### src/rtl/time_ascii_sender.sv
// Formats a snapshot of hour/min/sec/centisecond counters as "HH:MM:SS.CC"
// (optionally followed by CR LF) and pushes it byte by byte into a TX FIFO.
module time_ascii_sender #(
   parameter int unsigned ADD_CRLF = 1
) (
   input  logic       clk,
   input  logic       rst,
   input  logic       i_req,
   input  logic [4:0] hour,
   input  logic [5:0] min,
   input  logic [5:0] sec,
   input  logic [6:0] msec,
   input  logic       fifo_full,
   output logic       o_push,
   output logic [7:0] o_push_data,
   output logic       o_busy,
   output logic       o_done
);

   typedef enum logic [0:0] {StIdle, StSend} state_e;

   // Index of the final byte of a frame: '\n' with CRLF, the last centisecond digit without.
   localparam logic [3:0] LastIdx = (ADD_CRLF != 0) ? 4'd12 : 4'd10;

   state_e     state_q, state_d;
   logic [3:0] idx_q, idx_d;
   logic [4:0] hour_q, hour_d;
   logic [5:0] min_q, min_d;
   logic [5:0] sec_q, sec_d;
   logic [6:0] msec_q, msec_d;
   logic       done_q, done_d;
   logic       push;
   logic [7:0] cur_byte;

   // Values above 99 cannot be shown in two digits, so they saturate to 99.
   function automatic logic [6:0] clamp99(input logic [6:0] v);
      return (v > 7'd99) ? 7'd99 : v;
   endfunction

   function automatic logic [7:0] tens_ascii(input logic [6:0] v);
      logic [6:0] c;
      c = clamp99(v);
      return 8'h30 + {1'b0, c / 7'd10};
   endfunction

   function automatic logic [7:0] ones_ascii(input logic [6:0] v);
      logic [6:0] c;
      c = clamp99(v);
      return 8'h30 + {1'b0, c % 7'd10};
   endfunction

   // State, byte index, snapshot and done-pulse registers with synchronous reset.
   always_ff @(posedge clk) begin
      if (rst) begin
         state_q <= StIdle;
         idx_q   <= 4'd0;
         hour_q  <= 5'd0;
         min_q   <= 6'd0;
         sec_q   <= 6'd0;
         msec_q  <= 7'd0;
         done_q  <= 1'b0;
      end else begin
         state_q <= state_d;
         idx_q   <= idx_d;
         hour_q  <= hour_d;
         min_q   <= min_d;
         sec_q   <= sec_d;
         msec_q  <= msec_d;
         done_q  <= done_d;
      end
   end

   // Next state: latch the time on a request, step the index on every accepted push.
   always_comb begin
      state_d = state_q;
      idx_d   = idx_q;
      hour_d  = hour_q;
      min_d   = min_q;
      sec_d   = sec_q;
      msec_d  = msec_q;
      done_d  = 1'b0;
      unique case (state_q)
         StIdle: begin
            if (i_req) begin
               state_d = StSend;
               idx_d   = 4'd0;
               hour_d  = hour;
               min_d   = min;
               sec_d   = sec;
               msec_d  = msec;
            end
         end
         StSend: begin
            if (push) begin
               if (idx_q == LastIdx) begin
                  state_d = StIdle;
                  idx_d   = 4'd0;
                  done_d  = 1'b1;
               end else begin
                  idx_d = idx_q + 4'd1;
               end
            end
         end
         default: state_d = StIdle;
      endcase
   end

   // Outputs: push whenever sending and the FIFO has room; data is the indexed frame byte.
   always_comb begin
      push     = (state_q == StSend) && !fifo_full;
      cur_byte = 8'h00;
      case (idx_q)
         4'd0:    cur_byte = tens_ascii({2'b00, hour_q});
         4'd1:    cur_byte = ones_ascii({2'b00, hour_q});
         4'd2:    cur_byte = 8'h3A;
         4'd3:    cur_byte = tens_ascii({1'b0, min_q});
         4'd4:    cur_byte = ones_ascii({1'b0, min_q});
         4'd5:    cur_byte = 8'h3A;
         4'd6:    cur_byte = tens_ascii({1'b0, sec_q});
         4'd7:    cur_byte = ones_ascii({1'b0, sec_q});
         4'd8:    cur_byte = 8'h2E;
         4'd9:    cur_byte = tens_ascii(msec_q);
         4'd10:   cur_byte = ones_ascii(msec_q);
         4'd11:   cur_byte = 8'h0D;
         4'd12:   cur_byte = 8'h0A;
         default: cur_byte = 8'h00;
      endcase
      o_push      = push;
      o_push_data = (state_q == StSend) ? cur_byte : 8'h00;
      o_busy      = (state_q == StSend);
      o_done      = done_q;
   end

endmodule

### config.mk
export PLATFORM = sky130hd
export DESIGN_NAME = time_ascii_sender
export DESIGN_NICKNAME = d
export VERILOG_FILES = /design/src/rtl/time_ascii_sender.sv
export SDC_FILE = /design/constraint.sdc
export NUM_CORES = 1
export LEC_CHECK = 0
export BUFFER_PORTS_ARGS = -buffer_cell sky130_fd_sc_hd__buf_4
export CAP_MARGIN = 20
export CORE_MARGIN = 4
export CORE_UTILIZATION = 60
export DETAILED_ROUTE_END_ITERATION = 10
export PLACE_DENSITY = 0.82
export SKIP_LAST_GASP = 1
export SLEW_MARGIN = 5
export SYNTH_ARGS = -nofsm -noshare
export SYNTH_HDL_FRONTEND = slang
export SYNTH_SLANG_ARGS = --single-unit
### constraint.sdc
create_clock -name clk -period 6.3 [get_ports clk]
set_clock_uncertainty 0.2 [all_clocks]
set_input_delay 0.945 -clock clk [delete_from_list [all_inputs] [get_ports clk]]
set_output_delay 0.945 -clock clk [all_outputs]
set_load 0.02 [all_outputs]
Word-level counts from Yosys, hierarchy flattened. Cells that the tools add are included.

Reduce and logical (&&, ||, !) cells: 7. $lt $le $gt $ge: 3. Bitwise operators: 2. Equal/unequal tests: 14. Add/sub/neg operators: 9. Divide/modulo/power cells: 8. Muxes and demuxes: 14.

Operator list (number): 8-bit case mux with 12 select lines (1); 6-bit by 7-bit adder with 8-bit output (first input constant) (8); 7-bit by 4-bit divider with 7-bit output (second input constant) (3); 7-bit by 4-bit modulo with 7-bit output (second input constant) (3); 7-bit two-way mux (3); 4-bit equality test (second input constant) (5); 4-bit by 3-bit equality test with 1-bit output (second input constant) (4); 6-bit by 7-bit > comparator with 1-bit output (second input constant) (2); 4-bit two-way mux (3); 4-bit by 2-bit equality test with 1-bit output (second input constant) (2); 8-bit two-way mux (1); 4-bit case mux with 2 select lines (1); 5-bit by 4-bit divider with 7-bit output (second input constant) (1); 7-bit > comparator (second input constant) (1); 5-bit by 4-bit modulo with 7-bit output (second input constant) (1); 4-bit by 1-bit adder with 4-bit output (second input constant) (1); 4-bit by 1-bit equality test with 1-bit output (second input constant) (1); 4-bit zero test (1); 1-bit two-way mux (4); 2-bit != test (second input constant) (2); 2-bit AND reduction (2); 3-bit OR reduction (1); 1-bit inverter (2); 1-bit case mux with 2 select lines (1); other kinds (3) (3).

Input bits: 28. Flip-flop bits (word level): 30.

Longest topological paths before layout. Gate-level depths: netlist (run 1).

Depth in word-level cells: 6. Mapped depth: 25. Depth with buffers taken out: 20.

Least setup slack after synthesis (run 1). No wires, ideal clock.

Path type: reg2out. Start point: reg msec_q[6]. End point: out o_push_data[6]. Setup slack: 355 ps. Cell stages (with the launch flop): 26. Data arrival time: 4800 ps. Cell sequence: dfxtp_1 buf_6 nand2_1 and2_1 ha_1 buf_4 nand4b_1 o21ai_1 ha_1 buf_2 or2_2 o22ai_2 o21ba_4 nor3_4 buf_4 o21ai_0 a22oi_1 ha_1 inv_1 a211oi_1 mux2i_1 a211o_1 buf_2 o211a_1 or3_1 a21oi_1.

Word-level cells in the longest chain between the ends: 6.

RTL lines: start: declaration (RTL line 30) `logic [6:0] msec_q, msec_d;`; start signal: assignment (RTL line 68) `msec_q <= msec_d;`; 7-bit > comparator (RTL line 37) `return (v > 7'd99) ? 7'd99 : v;`; 7-bit two-way mux (*) (RTL line 37); 7-bit by 4-bit modulo with 7-bit output or 7-bit by 4-bit divider with 7-bit output (tied branches) (RTL line 49, 43); 6-bit by 7-bit adder with 8-bit output, on equally long branches (RTL line 49, 43); 8-bit case mux with 12 select lines (*) (RTL line 112) `case (idx_q)`; 8-bit two-way mux (*) (RTL line 129) `o_push_data = (state_q == StSend) ? cur_byte : 8'h00;`; end: declaration (RTL line 15) `output logic [7:0] o_push_data,`.

Mark *: on every way between the ends. The rest lies on a longest branch, timed or not.

Worst setup path after layout (run 1).
Start point: reg msec_q[5]. End point: out o_push_data[2].

Same word-level chain as after synthesis.

==> summary.md, run 1 <==
| Metric | Value |
|---|---|
| Outcome | `finished clean` |
| Flop pwr share | `0.346` |
| Max Cap Viol | `0` |
| Cell Pwr Density | `169 nW/um^2` |
| Final hold vios | `0` |
| Clock tree root buffer cell | `clkbuf_8` |
| Crit-path max FO | `11` |
| Post-synth cell types | `70` |
| Seq cells post-synth | `30` |
| Setup TNS | `0 ns` |
| Pin count of the biggest net entering global routing | `31` |
| Post-Syn Area | `3400 um^2` |
| Worst EP required | `5.15 ns` |
| Hold Crit Class | `reg2reg` |
| Finished Cell Area | `3790 um^2` |
| DR iter-0 viols | `299` |
| Most frequent cell after synthesis | `nand2_1` |
| Initial antenna violation count | `0` |
| Fmax | `169 MHz` |
| Clock Latency Late Sink | `0.28 ns` |
| Clk buf depth | `2` |
| Row count | `27` |
| Largest family of logic cells by synthesized area | `compound AO/OA/AOI/OAI gates` |
| Post-route clock period utilization | `0.937` |
| Leak pwr | `0.00150 uW` |
| Ratio of cells with drive above 1 in the final layout | `0.156` |
| Final Max Slew Viols | `0` |
| Clk pwr share | `0.285` |
| Top_reg_cell synth | `dfxtp_1` |
| Mean Syn Cell Area | `6.77 um^2` |
| Die ar. | `6930 um^2` |
| Mapped Cells | `502` |
| Clock sinks | `30` |
| RSZ-0062 raised after global routing | `no` |
| Slew headroom | `0.380` |
| Synth warn | `0` |
| Die height | `83.3 um` |
| Setup ws final | `0.396 ns` |
| Worst reg2reg endpoint | `idx_q[3]$_SDFFE_PP0P_` |
| Combinational power share | `0.369` |
| Routed vias/inst | `6.44` |
| Cts bufs inserted | `5` |
| Number of global-route vias before repair | `3321` |
| Non-filler instance count after layout | `590` |
| Crit Path Category | `reg2out` |
| Min Tclk post-route | `5.90 ns` |
| Critical path launch point type | `flip-flop` |
| Syn nets | `545` |
| Die extent in x | `83.3 um` |
| Setup violators final | `0` |
| Area growth, synth to finish | `11.6%` |
| Final WL | `9.35 mm` |
| Async set or reset register ratio after synthesis | `0` |
| Reg2reg setup slack | `4.39 ns` |
| FF-to-FF path depth | `5` |
| Post-Synth Adder-Cell Area | `0.0552` |
| Vias | `3798` |
| Core ar. | `5510 um^2` |
| Remaining DRCs | `0` |
| Post-synthesis mux area share | `0.0236` |
| Sw frac | `0.354` |
| Internal | `415 uW` |
| GRT Residual Overflow | `0` |
| Placed Instances | `580` |
| Antenna Nets Post-Route | `0` |
| WL/cell | `15.8 um` |
| Post-synthesis sequential area ratio | `0.177` |
| Synth Area in Compound Gates | `0.366` |
| Synth Area in Simple Gates | `0.290` |
| Setup WS pre-CTS | `0.514 ns` |
| WP data arrival | `4.76 ns` |
| Synth Area in XOR/XNOR | `0.0206` |
| Count of port buffers added during placement | `38` |
| Yosys top cell by area | `dfxtp_1` |
| H-tree depth | `2` |
| First-pass GRT wire length | `15.6 mm` |
| Worst-Margin Slew | `0.930 ns` |
| Total GRT Usage | `0.262` |
| Area after DPL | `3650 um^2` |
| Nets | `560` |
| Critical R2R Launch | `o_busy$_SDFF_PP0_` |
| Leading cell types by total area after synthesis | `dfxtp_1 (18%), nand2_1 (9.7%), a21oi_1 (7.9%)` |
| Crit end category | `output port` |
| Ant diodes | `0` |
| Min-Delay Path Depth | `2` |
| I/O pin count | `39` |
| DR pass1 iterations | `5` |
| Final GP Congestion | `0.920` |
| Hold_sp | `msec_q[5]$_SDFFE_PP0P_` |
| VDD IR max | `149 uV` |
| Clock transition at path regs | `0.06 ns` |
| Most common library cells after synthesis | `nand2_1 (88), a21oi_1 (54), o21ai_0 (35), clkbuf_1 (30), dfxtp_1 (30)` |
| NetSw | `227 uW` |
| CTS tree | `done` |
| Post-synth EDFFs | `0` |
| Share of the synthesized area in the top cell type | `0.177` |
| Hold_buf cts | `0` |
| Hold Path Sink | `msec_q[5]$_SDFFE_PP0P_` |
| DP HPWL | `6.80 mm` |
| Initial Util | `0.617` |
## per-stage QoR
stage	total power, uW	util	hold slack (ns)
2_1_floorplan	399	-	0.253
3_3_place_gp	452	0.664	0.259
3_5_place_dp	456	0.664	0.262
4_1_cts	641	0.684	0.270
5_1_grt	686	0.689	0.310
6_report	643	0.689	0.267
## repair_timing
action	4_1_cts	5_1_grt
resized for setup	0	4
setup buffers	0	2
endpoints found under the setup margin	0	8
## power by group through the flow
stage | clock network (uW) | registers [uW] | logic [uW]
6_report | 183 | 222 | 237
3_5_place_dp | 0 | 226 | 230
5_1_grt | 197 | 225 | 264
3_3_place_gp | 0 | 225 | 226
2_1_floorplan | 0 | 213 | 186
4_1_cts | 187 | 222 | 232
## flip-flops by register name, summed over array words and instances, names as in the netlist
name,cells
min_q,6
msec_q,7
idx_q,4
o_busy,1
sec_q,6
o_done,1
hour_q,5
## cell usage in the layout (no fill, tap or decap), types with 4 or more instances in the layout
master,count
a211oi_1,9
a21o_1,7
a21oi_1,54
a31oi_1,13
and2_1,5
buf_4,46
clkbuf_8,8
dfxtp_1,30
ha_1,13
inv_1,16
mux2i_1,8
nand2_1,88
nand2b_1,14
nand3_1,13
nor2_1,24
nor2b_1,16
nor3_1,10
o211a_1,4
o211ai_1,10
o21ai_0,35
o22ai_1,6
or2_2,6
xnor2_1,5
## worst max path at each step
stage                                 startpoint        endpoint  slack, ns
after detailed placement  msec_q[5]$_SDFFE_PP0P_  o_push_data[6]       0.51
after floorplan           msec_q[6]$_SDFFE_PP0P_  o_push_data[6]       0.36
final                     msec_q[5]$_SDFFE_PP0P_  o_push_data[2]       0.40
after CTS                 msec_q[5]$_SDFFE_PP0P_  o_push_data[6]       0.18
after global placement    msec_q[5]$_SDFFE_PP0P_  o_push_data[6]       0.60
after global routing      msec_q[5]$_SDFFE_PP0P_  o_push_data[6]       0.03
## logic make-up after synthesis
group,count (synthesis)
and+or+nand+nor,200
AOI/OAI and AO/OA,186
buffers and inverters,55
DFF,30
adders and majority gates,15
xor gates and xnor gates,8
muxes,8
## routing by layer
metal | global-route usage | up-vias | wire [um]
li1 | - | 1853 | -
met1 | 0.362 | 1766 | 4120
met2 | 0.433 | 169 | 4420
met3 | 0.0347 | 10 | 701
met4 | 0.0579 | 0 | 108
met5 | 0 | - | 0
## layout make-up
type	count	area [um^2]
Fill cell	486	1710
Multi-Input combinational cell	417	2580
Inverter	17	63.8
Timing Repair Buffer	46	345
Clock buffer	8	110
Sequential cell	30	601
Tap cell	72	90.1
## worst max-delay path, stage by stage (launching register included)
cell and delay (ns):
dfxtp_1 0.32, buf_4 0.18, inv_1 0.16, ha_2 0.31
nand4b_1 0.23, o21ai_2 0.15, ha_2 0.29, o21bai_1 0.15
o21ba_1 0.25, a2bb2oi_1 0.17, buf_4 0.16, o21ai_0 0.11
a22oi_2 0.25, ha_1 0.18, inv_1 0.09, a211oi_1 0.22
mux2i_1 0.10, a211o_1 0.32, buf_4 0.18, and2_0 0.14
o21ai_0 0.19, a31oi_1 0.13, buf_4 0.20
(Power assumes the default switching activity.)
==> run 2, diff against run 1 <==
--- a/config.mk
+++ b/config.mk
@@ -5,12 +5,13 @@
 export SDC_FILE = /design/constraint.sdc
 export NUM_CORES = 1
 export LEC_CHECK = 0
+export ABC_AREA = 1
 export BUFFER_PORTS_ARGS = -buffer_cell sky130_fd_sc_hd__buf_4
-export CAP_MARGIN = 20
+export CAP_MARGIN = 5
 export CORE_MARGIN = 4
-export CORE_UTILIZATION = 60
+export CORE_UTILIZATION = 59
 export DETAILED_ROUTE_END_ITERATION = 10
-export PLACE_DENSITY = 0.82
+export PLACE_DENSITY = 0.81
 export SKIP_LAST_GASP = 1
 export SLEW_MARGIN = 5
 export SYNTH_ARGS = -nofsm -noshare
==> run 2 against run 1 <==
Compared with the run above: highest routed layer unchanged; worst hold slack better by 0.029 ns; utilization is 1.8 points higher; synthesized area is 15% lower; clock power is 7% higher; routed wire length is 28% lower; power is 12% higher; register-to-register slack worse by 0.04 ns; fmax is 16% higher; via count is 21% lower.
==> summary.md, run 2 <==
| Metric | Value |
|---|---|
| Clock Latency Late Sink | `0.28 ns (about the same)` |
| Post-Syn Area | `2880 um^2 (was 3400 um^2)` |
| Fmax | `197 MHz (was 169 MHz)` |
| Largest register FFs | `7 (unchanged)` |
| Share of the synthesized area in the top cell type | `0.209 (was 0.177)` |
| Count of port buffers added during placement | `38 (unchanged)` |
| Slew headroom | `0.543 (was 0.380)` |
| Crit end category | `output port (unchanged)` |
| Most common cell after layout, fill and taps aside | `nand2_1 (unchanged)` |
| Max Cap Viol | `0 (unchanged)` |
| Nets | `555 (was 560)` |
| Post-Route Utilization | `0.707 (was 0.689)` |
| Remaining DRCs | `0 (unchanged)` |
| Synth Area in XOR/XNOR | `0.0122 (was 0.0206)` |
| Clock sinks | `30 (unchanged)` |
| First-pass GRT wire length | `11.6 mm (was 15.6 mm)` |
| Critical R2R Launch | `o_busy$_SDFF_PP0_ (unchanged)` |
| Outcome | `finished clean (unchanged)` |
| Mapped Cells | `473 (was 502)` |
| Core ar. | `4720 um^2 (was 5510 um^2)` |
| Post-synth EDFFs | `0 (unchanged)` |
| Total GRT Usage | `0.232 (was 0.262)` |
| CP peak stage delay | `0.43 ns (was 0.32 ns)` |
| CTS tree | `done (unchanged)` |
| H-tree depth | `2 (unchanged)` |
| Final GP Congestion | `0.981 (was 0.920)` |
| Crit Path Category | `reg2out (unchanged)` |
| Leak pwr | `0.00170 uW (was 0.00150 uW)` |
| Slowest-stage cell, CP | `dfxtp_1 (unchanged)` |
| Hold Path Sink | `sec_q[0]$_SDFFE_PP0P_ (was msec_q[5]$_SDFFE_PP0P_)` |
| VDD IR max | `135 uV (was 149 uV)` |
| I/O pin count | `39 (unchanged)` |
| Crit-path max FO | `5 (was 11)` |
| Final Hold Slack | `0.297 ns (was 0.267 ns)` |
| Top flop regs | `msec_q x7, min_q x6, sec_q x6 (unchanged)` |
| Cts bufs inserted | `5 (unchanged)` |
| Row count | `25 (was 27)` |
| Clk buf depth | `2 (unchanged)` |
| GRT Residual Overflow | `0 (unchanged)` |
| Clock transition at path regs | `0.07 ns (was 0.06 ns)` |
| Initial Util | `0.609 (was 0.617)` |
| Hold_buf cts | `0 (unchanged)` |
| Seq cells post-synth | `30 (unchanged)` |
| Mean Syn Cell Area | `6.08 um^2 (was 6.77 um^2)` |
| Worst reg2reg endpoint | `hour_q[2]$_SDFFE_PP0P_ (was idx_q[3]$_SDFFE_PP0P_)` |
| Final hold vios | `0 (unchanged)` |
| Die extent in x | `77.8 um (was 83.3 um)` |
| Commonest cells after routing, fill and taps aside | `nand2_1 (94), inv_1 (77), nor2_1 (70) (was nand2_1 (88), a21oi_1 (54), buf_4 (46))` |
| Post-synthesis sequential area ratio | `0.209 (was 0.177)` |
| Cell Pwr Density | `216 nW/um^2 (was 169 nW/um^2)` |
| Setup bufs post-CTS | `0 (unchanged)` |
| Most frequent cell after synthesis | `nand2_1 (unchanged)` |
| Post-synthesis mux area share | `0.00348 (was 0.0236)` |
| Min-Delay Path Depth | `2 (unchanged)` |
| PnR Total Power | `722 uW (was 643 uW)` |
| Antenna Nets Post-Route | `0 (unchanged)` |
| Synth Area in Compound Gates | `0.213 (was 0.366)` |
| Largest Register | `msec_q (unchanged)` |
| Ant diodes | `0 (unchanged)` |
| Area growth, synth to finish | `16.1% (was 11.6%)` |
| Worst-Margin Slew | `0.685 ns (was 0.930 ns)` |
| Post-Synth Adder-Cell Area | `0.0653 (was 0.0552)` |
| RSZ-0062 raised after global routing | `no (unchanged)` |
| Clock tree root buffer cell | `clkbuf_8 (unchanged)` |
| Initial antenna violation count | `0 (unchanged)` |
| Ratio of cells with drive above 1 in the final layout | `0.177 (was 0.156)` |
| Final WL | `6.71 mm (was 9.35 mm)` |
| Critical path launch point type | `flip-flop (unchanged)` |
| Min Tclk post-route | `5.07 ns (was 5.90 ns)` |
| Number of global-route vias before repair | `2754 (was 3321)` |
| Pin count of the biggest net entering global routing | `36 (was 31)` |
| Yosys top cell by area | `dfxtp_1 (unchanged)` |
| Top_reg_cell synth | `dfxtp_1 (unchanged)` |
| Hold_sp | `sec_q[0]$_SDFFE_PP0P_ (was msec_q[5]$_SDFFE_PP0P_)` |
| Leading cell types by total area after synthesis | `dfxtp_1 (21%), nand2_1 (12%), inv_1 (10%) (was dfxtp_1 (18%), nand2_1 (9.7%), a21oi_1 (7.9%))` |
| Most common library cells after synthesis | `nand2_1 (94), inv_1 (77), nor2_1 (70), o21ai_0 (39), a21oi_1 (34) (was nand2_1 (88), a21oi_1 (54), o21ai_0 (35), clkbuf_1 (30), dfxtp_1 (30))` |
| Async set or reset register ratio after synthesis | `0 (unchanged)` |
| Setup TNS | `0 ns (unchanged)` |
| Fill count | `435 (was 486)` |
| Worst EP required | `5.15 ns (about the same)` |
| Routed vias/inst | `5.18 (was 6.44)` |
| WL/cell | `11.6 um (was 15.8 um)` |
| Reg2reg setup slack | `4.35 ns (was 4.39 ns)` |
| Die height | `77.8 um (was 83.3 um)` |
| Synth Area in Simple Gates | `0.379 (was 0.290)` |
| FF-to-FF path depth | `5 (unchanged)` |
| Post-route clock period utilization | `0.805 (was 0.937)` |
| DP HPWL | `5.49 mm (was 6.80 mm)` |
| WP data arrival | `3.93 ns (was 4.76 ns)` |
| DR pass1 iterations | `6 (was 5)` |
| Syn nets | `516 (was 545)` |
| Placed Instances | `572 (was 580)` |
| Non-filler instance count after layout | `580 (was 590)` |
| Synth warn | `0 (unchanged)` |
| Die ar. | `6050 um^2 (was 6930 um^2)` |
| Vias | `3002 (was 3798)` |
| Largest family of logic cells by synthesized area | `simple AND/OR/NAND/NOR gates (was compound AO/OA/AOI/OAI gates)` |
| Setup violators final | `0 (unchanged)` |
| Hold Crit Class | `reg2reg (unchanged)` |
| Post-synth cell types | `40 (was 70)` |
| DR iter-0 viols | `218 (was 299)` |
| Post-CTS Resized | `0 (unchanged)` |
| Final Max Slew Viols | `0 (unchanged)` |
## run 2: worst max-delay path: cells and delay by family, from the launching register on
family | cells | cell delay [ns]
DFF | 1 | 0.43
AOI/OAI and AO/OA | 2 | 0.37
adders and majority gates | 3 | 0.52
and+or+nand+nor | 18 | 1.91
buffers and inverters | 5 | 0.40
## run 2: final cells by class
class / instances / area, um^2 / area share
clock buffer: 5 / 68.8 / 0.0206
clock inverter: 3 / 45.0 / 0.0135
inverter: 83 / 312 / 0.0933
multi-input combinational: 353 / 1940 / 0.580
sequential: 30 / 601 / 0.180
tap: 67 / 83.8 / 0.0251
timing repair buffer: 39 / 293 / 0.0877
## run 2: metal layers
| layer | global-route usage | routed length [um] | share of wire |
|---|---|---|---|
| met5 | 0 | 0 | 0 |
| met3 | 0.0406 | 300 | 0.045 |
| met1 | 0.288 | 3100 | 0.46 |
| met4 | 0.0890 | 152 | 0.023 |
| met2 | 0.395 | 3150 | 0.47 |
## run 2: worst max-delay path by stage
stage / start / end / slack [ns] / cells after the start
after global routing: msec_q[6]$_SDFFE_PP0P_ / o_push_data[7] / 0.86 / 28
final: msec_q[6]$_SDFFE_PP0P_ / o_push_data[5] / 1.23 / 28
after floorplan: msec_q[6]$_SDFFE_PP0P_ / o_push_data[6] / 1.91 / 27
after global placement: msec_q[6]$_SDFFE_PP0P_ / o_push_data[5] / 1.82 / 28
after detailed placement: msec_q[6]$_SDFFE_PP0P_ / o_push_data[5] / 1.54 / 28
after CTS: msec_q[6]$_SDFFE_PP0P_ / o_push_data[5] / 1.23 / 28
## run 2: power by group
group	switching (uW)	internal, uW	leakage [uW]	total, uW
registers	10.1	203	0.000248	213
clock network	77.9	118	0.0000504	195
logic	204	109	0.00140	313
## run 2: logic make-up after synthesis
logic type	Yosys count
mux	1
compound gates	103
flops	30
xor+xnor	4
buf+inv	90
simple gates	230
fa+ha+maj	15
## run 2: per-stage QoR
stage	instance area (um^2)	worst slack [ns]
floorplan	2880	1.91
global placement	3230	1.82
detailed placement	3230	1.54
CTS	3340	1.23
global route	3340	0.860
finish	3340	1.23
==> run 3, diff against run 2 <==
==> constraint.sdc (replaced) <==
create_clock -name clk -period 4.7 [get_ports clk]
set_clock_uncertainty 0.2 [all_clocks]
set_input_delay 0.705 -clock clk [delete_from_list [all_inputs] [get_ports clk]]
set_output_delay 0.705 -clock clk [all_outputs]
set_load 0.02 [all_outputs]
==> run 3 against run 2 <==
Compared with the run above: highest routed layer unchanged; critical endpoint is now o_push_data[6]; sequential power rose by 34%; routed wire length rose by 4.0%; clock-buffer cell count did not move; power rose by 39%; first-iteration DRC count rose by 4.1%; worst hold slack got worse by 0.0041 ns.
==> summary.md, run 3 (synthesized netlist as in run 2, its figures left out) <==
| Metric | Value |
|---|---|
| Outcome | `finished clean (unchanged)` |
| Max Cap Viol | `0 (unchanged)` |
| Final Hold Slack | `0.293 ns (was 0.297 ns)` |
| Crit end category | `output port (unchanged)` |
| WL/cell | `11.9 um (was 11.6 um)` |
| Slowest-stage cell, CP | `dfxtp_4 (was dfxtp_1)` |
| Routed vias/inst | `5.26 (was 5.18)` |
| Cell Pwr Density | `289 nW/um^2 (was 216 nW/um^2)` |
| H-tree depth | `2 (unchanged)` |
| Antenna Nets Post-Route | `0 (unchanged)` |
| Worst-Margin Slew | `0.694 ns (was 0.685 ns)` |
| M3 GR Usage | `0.0406 (unchanged)` |
| Met2 Track Usage GR | `0.398 (was 0.395)` |
| Crit path buffers/inverters | `5 (unchanged)` |
| Vias | `3085 (was 3002)` |
| Leak pwr | `0.00174 uW (was 0.00170 uW)` |
| Ratio of cells with drive above 1 in the final layout | `0.204 (was 0.177)` |
| DR pass1 iterations | `5 (was 6)` |
| Non-filler instance count after layout | `586 (was 580)` |
| Die extent in x | `77.8 um (unchanged)` |
| Die height | `77.8 um (unchanged)` |
| Min Tclk post-route | `4.46 ns` |
| Setup WS pre-CTS | `0.179 ns (was 1.54 ns)` |
| DP HPWL | `5.49 mm (unchanged)` |
| GRT Residual Overflow | `0 (unchanged)` |
| Fmax | `224 MHz` |
| First-pass GRT wire length | `11.7 mm (was 11.6 mm)` |
| Pin count of the biggest net entering global routing | `36 (unchanged)` |
| Hold Crit Class | `reg2reg (unchanged)` |
| Clock sinks | `30 (unchanged)` |
| Top flop regs | `msec_q x7, min_q x6, sec_q x6 (unchanged)` |
| Largest Register | `msec_q (unchanged)` |
| Global route hottest layer | `met2 (unchanged)` |
| Cts bufs inserted | `5 (unchanged)` |
| Row count | `25 (unchanged)` |
| Slew headroom | `0.537 (was 0.543)` |
| Placed Instances | `572 (unchanged)` |
| CP peak stage delay | `0.37 ns (was 0.43 ns)` |
| Post-route clock period utilization | `0.949` |
| Reg2reg setup slack | `2.73 ns (was 4.35 ns)` |
| Clock Latency Late Sink | `0.28 ns (about the same)` |
| Final Max Slew Viols | `0 (unchanged)` |
| Final hold vios | `0 (unchanged)` |
| Nets | `561 (was 555)` |
| Critical path launch point type | `flip-flop (unchanged)` |
| Count of port buffers added during placement | `38 (unchanged)` |
| Met1 Track Usage GR | `0.291 (was 0.288)` |
| Setup TNS | `0 ns (unchanged)` |
| Worst EP required | `3.80 ns (was 5.15 ns)` |
| Ant diodes | `0 (unchanged)` |
| VDD IR max | `181 uV (was 135 uV)` |
| CTS tree | `done (unchanged)` |
| DR iter-0 viols | `227 (was 218)` |
| Clock transition at path regs | `0.07 ns (about the same)` |
| Register area | `608 um^2 (was 601 um^2)` |
| Clk buf depth | `2 (unchanged)` |
| Initial Util | `0.609 (unchanged)` |
| Cell family with most CP delay | `simple AND/OR/NAND/NOR gates (unchanged)` |
| Multi-input gate area | `2000 um^2 (was 1940 um^2)` |
| Fill count | `412 (was 435)` |
| Total GRT Usage | `0.233 (was 0.232)` |
| Final GP Congestion | `0.981 (about the same)` |
| Setup violators final | `0 (unchanged)` |
| Final WL | `6.97 mm (was 6.71 mm)` |
| Setup ws final | `0.239 ns (was 1.23 ns)` |
| Clock tree root buffer cell | `clkbuf_8 (unchanged)` |
| Remaining DRCs | `0 (unchanged)` |
| WP data arrival | `3.56 ns (was 3.93 ns)` |
| Core ar. | `4720 um^2 (unchanged)` |
| Largest register FFs | `7 (unchanged)` |
| Initial antenna violation count | `0 (unchanged)` |
| Area growth, synth to finish | `20.2% (was 16.1%)` |
| Crit Path Category | `reg2out (unchanged)` |
| I/O pin count | `39 (unchanged)` |
| CP most frequent cell | `nand2_4` |
| Most common cell after layout, fill and taps aside | `nand2_1 (unchanged)` |
| Number of global-route vias before repair | `2772 (was 2754)` |
| PnR Total Power | `1000 uW (was 722 uW)` |
| Commonest cells after routing, fill and taps aside | `nand2_1 (92), inv_1 (76), nor2_1 (70) (was nand2_1 (94), inv_1 (77), nor2_1 (70))` |
| Die ar. | `6050 um^2 (unchanged)` |
| Crit-path max FO | `5 (unchanged)` |
run 3: through the flow:
step / util / instance area [um^2]
CTS: 0.711 / 3360
floorplan: - / 2880
global route: 0.732 / 3460
detailed placement: 0.683 / 3230
global placement: 0.683 / 3230
finish: 0.732 / 3460
run 3: tightest hold or removal path, stage by stage (launching register included):
cell and delay [ns]:
dfxtp_1 0.32, inv_1 0.07, a21oi_1 0.06
run 3: routing by layer:
| layer | part of all wire | routed length (um) |
|---|---|---|
| met5 | 0 | 0 |
| met2 | 0.48 | 3320 |
| met1 | 0.44 | 3090 |
| met4 | 0.025 | 176 |
| met3 | 0.055 | 383 |
run 3: area by class of cell:
cell class | count | area share
clock inverter | 3 | 0.0130
clock buffer | 5 | 0.0199
sequential | 30 | 0.176
timing repair buffer | 45 | 0.0977
multi-input combinational | 353 | 0.579
inverter | 83 | 0.0901
tap | 67 | 0.0242
run 3: final timing paths:
kind                                              from                      to  cells past startpoint
worst max register to register       o_busy$_SDFF_PP0_  hour_q[2]$_SDFFE_PP0P_                      5
worst max-delay path            msec_q[5]$_SDFFE_PP0P_          o_push_data[6]                     32
worst min-delay path             sec_q[0]$_SDFFE_PP0P_   sec_q[0]$_SDFFE_PP0P_                      2
worst min register to register   sec_q[0]$_SDFFE_PP0P_   sec_q[0]$_SDFFE_PP0P_                      2
run 3: power by group:
| group | switching, uW | leakage, uW | internal [uW] | total [uW] |
|---|---|---|---|---|
| Sequential | 13.4 | 0.000249 | 272 | 285 |
| Clock | 104 | 0.0000504 | 158 | 261 |
| Combinational | 292 | 0.00144 | 162 | 454 |
| Total | 409 | 0.00174 | 592 | 1000 |
run 3: what timing repair did:
item / 4_1_cts / 5_1_grt
buffers inserted: 1 / 5
cloned: 0 / 0
setup endpoints to repair: 6 / 8
hold buffers: 0 / 0
resized for setup: 3 / 14
pin swaps: 1 / 6
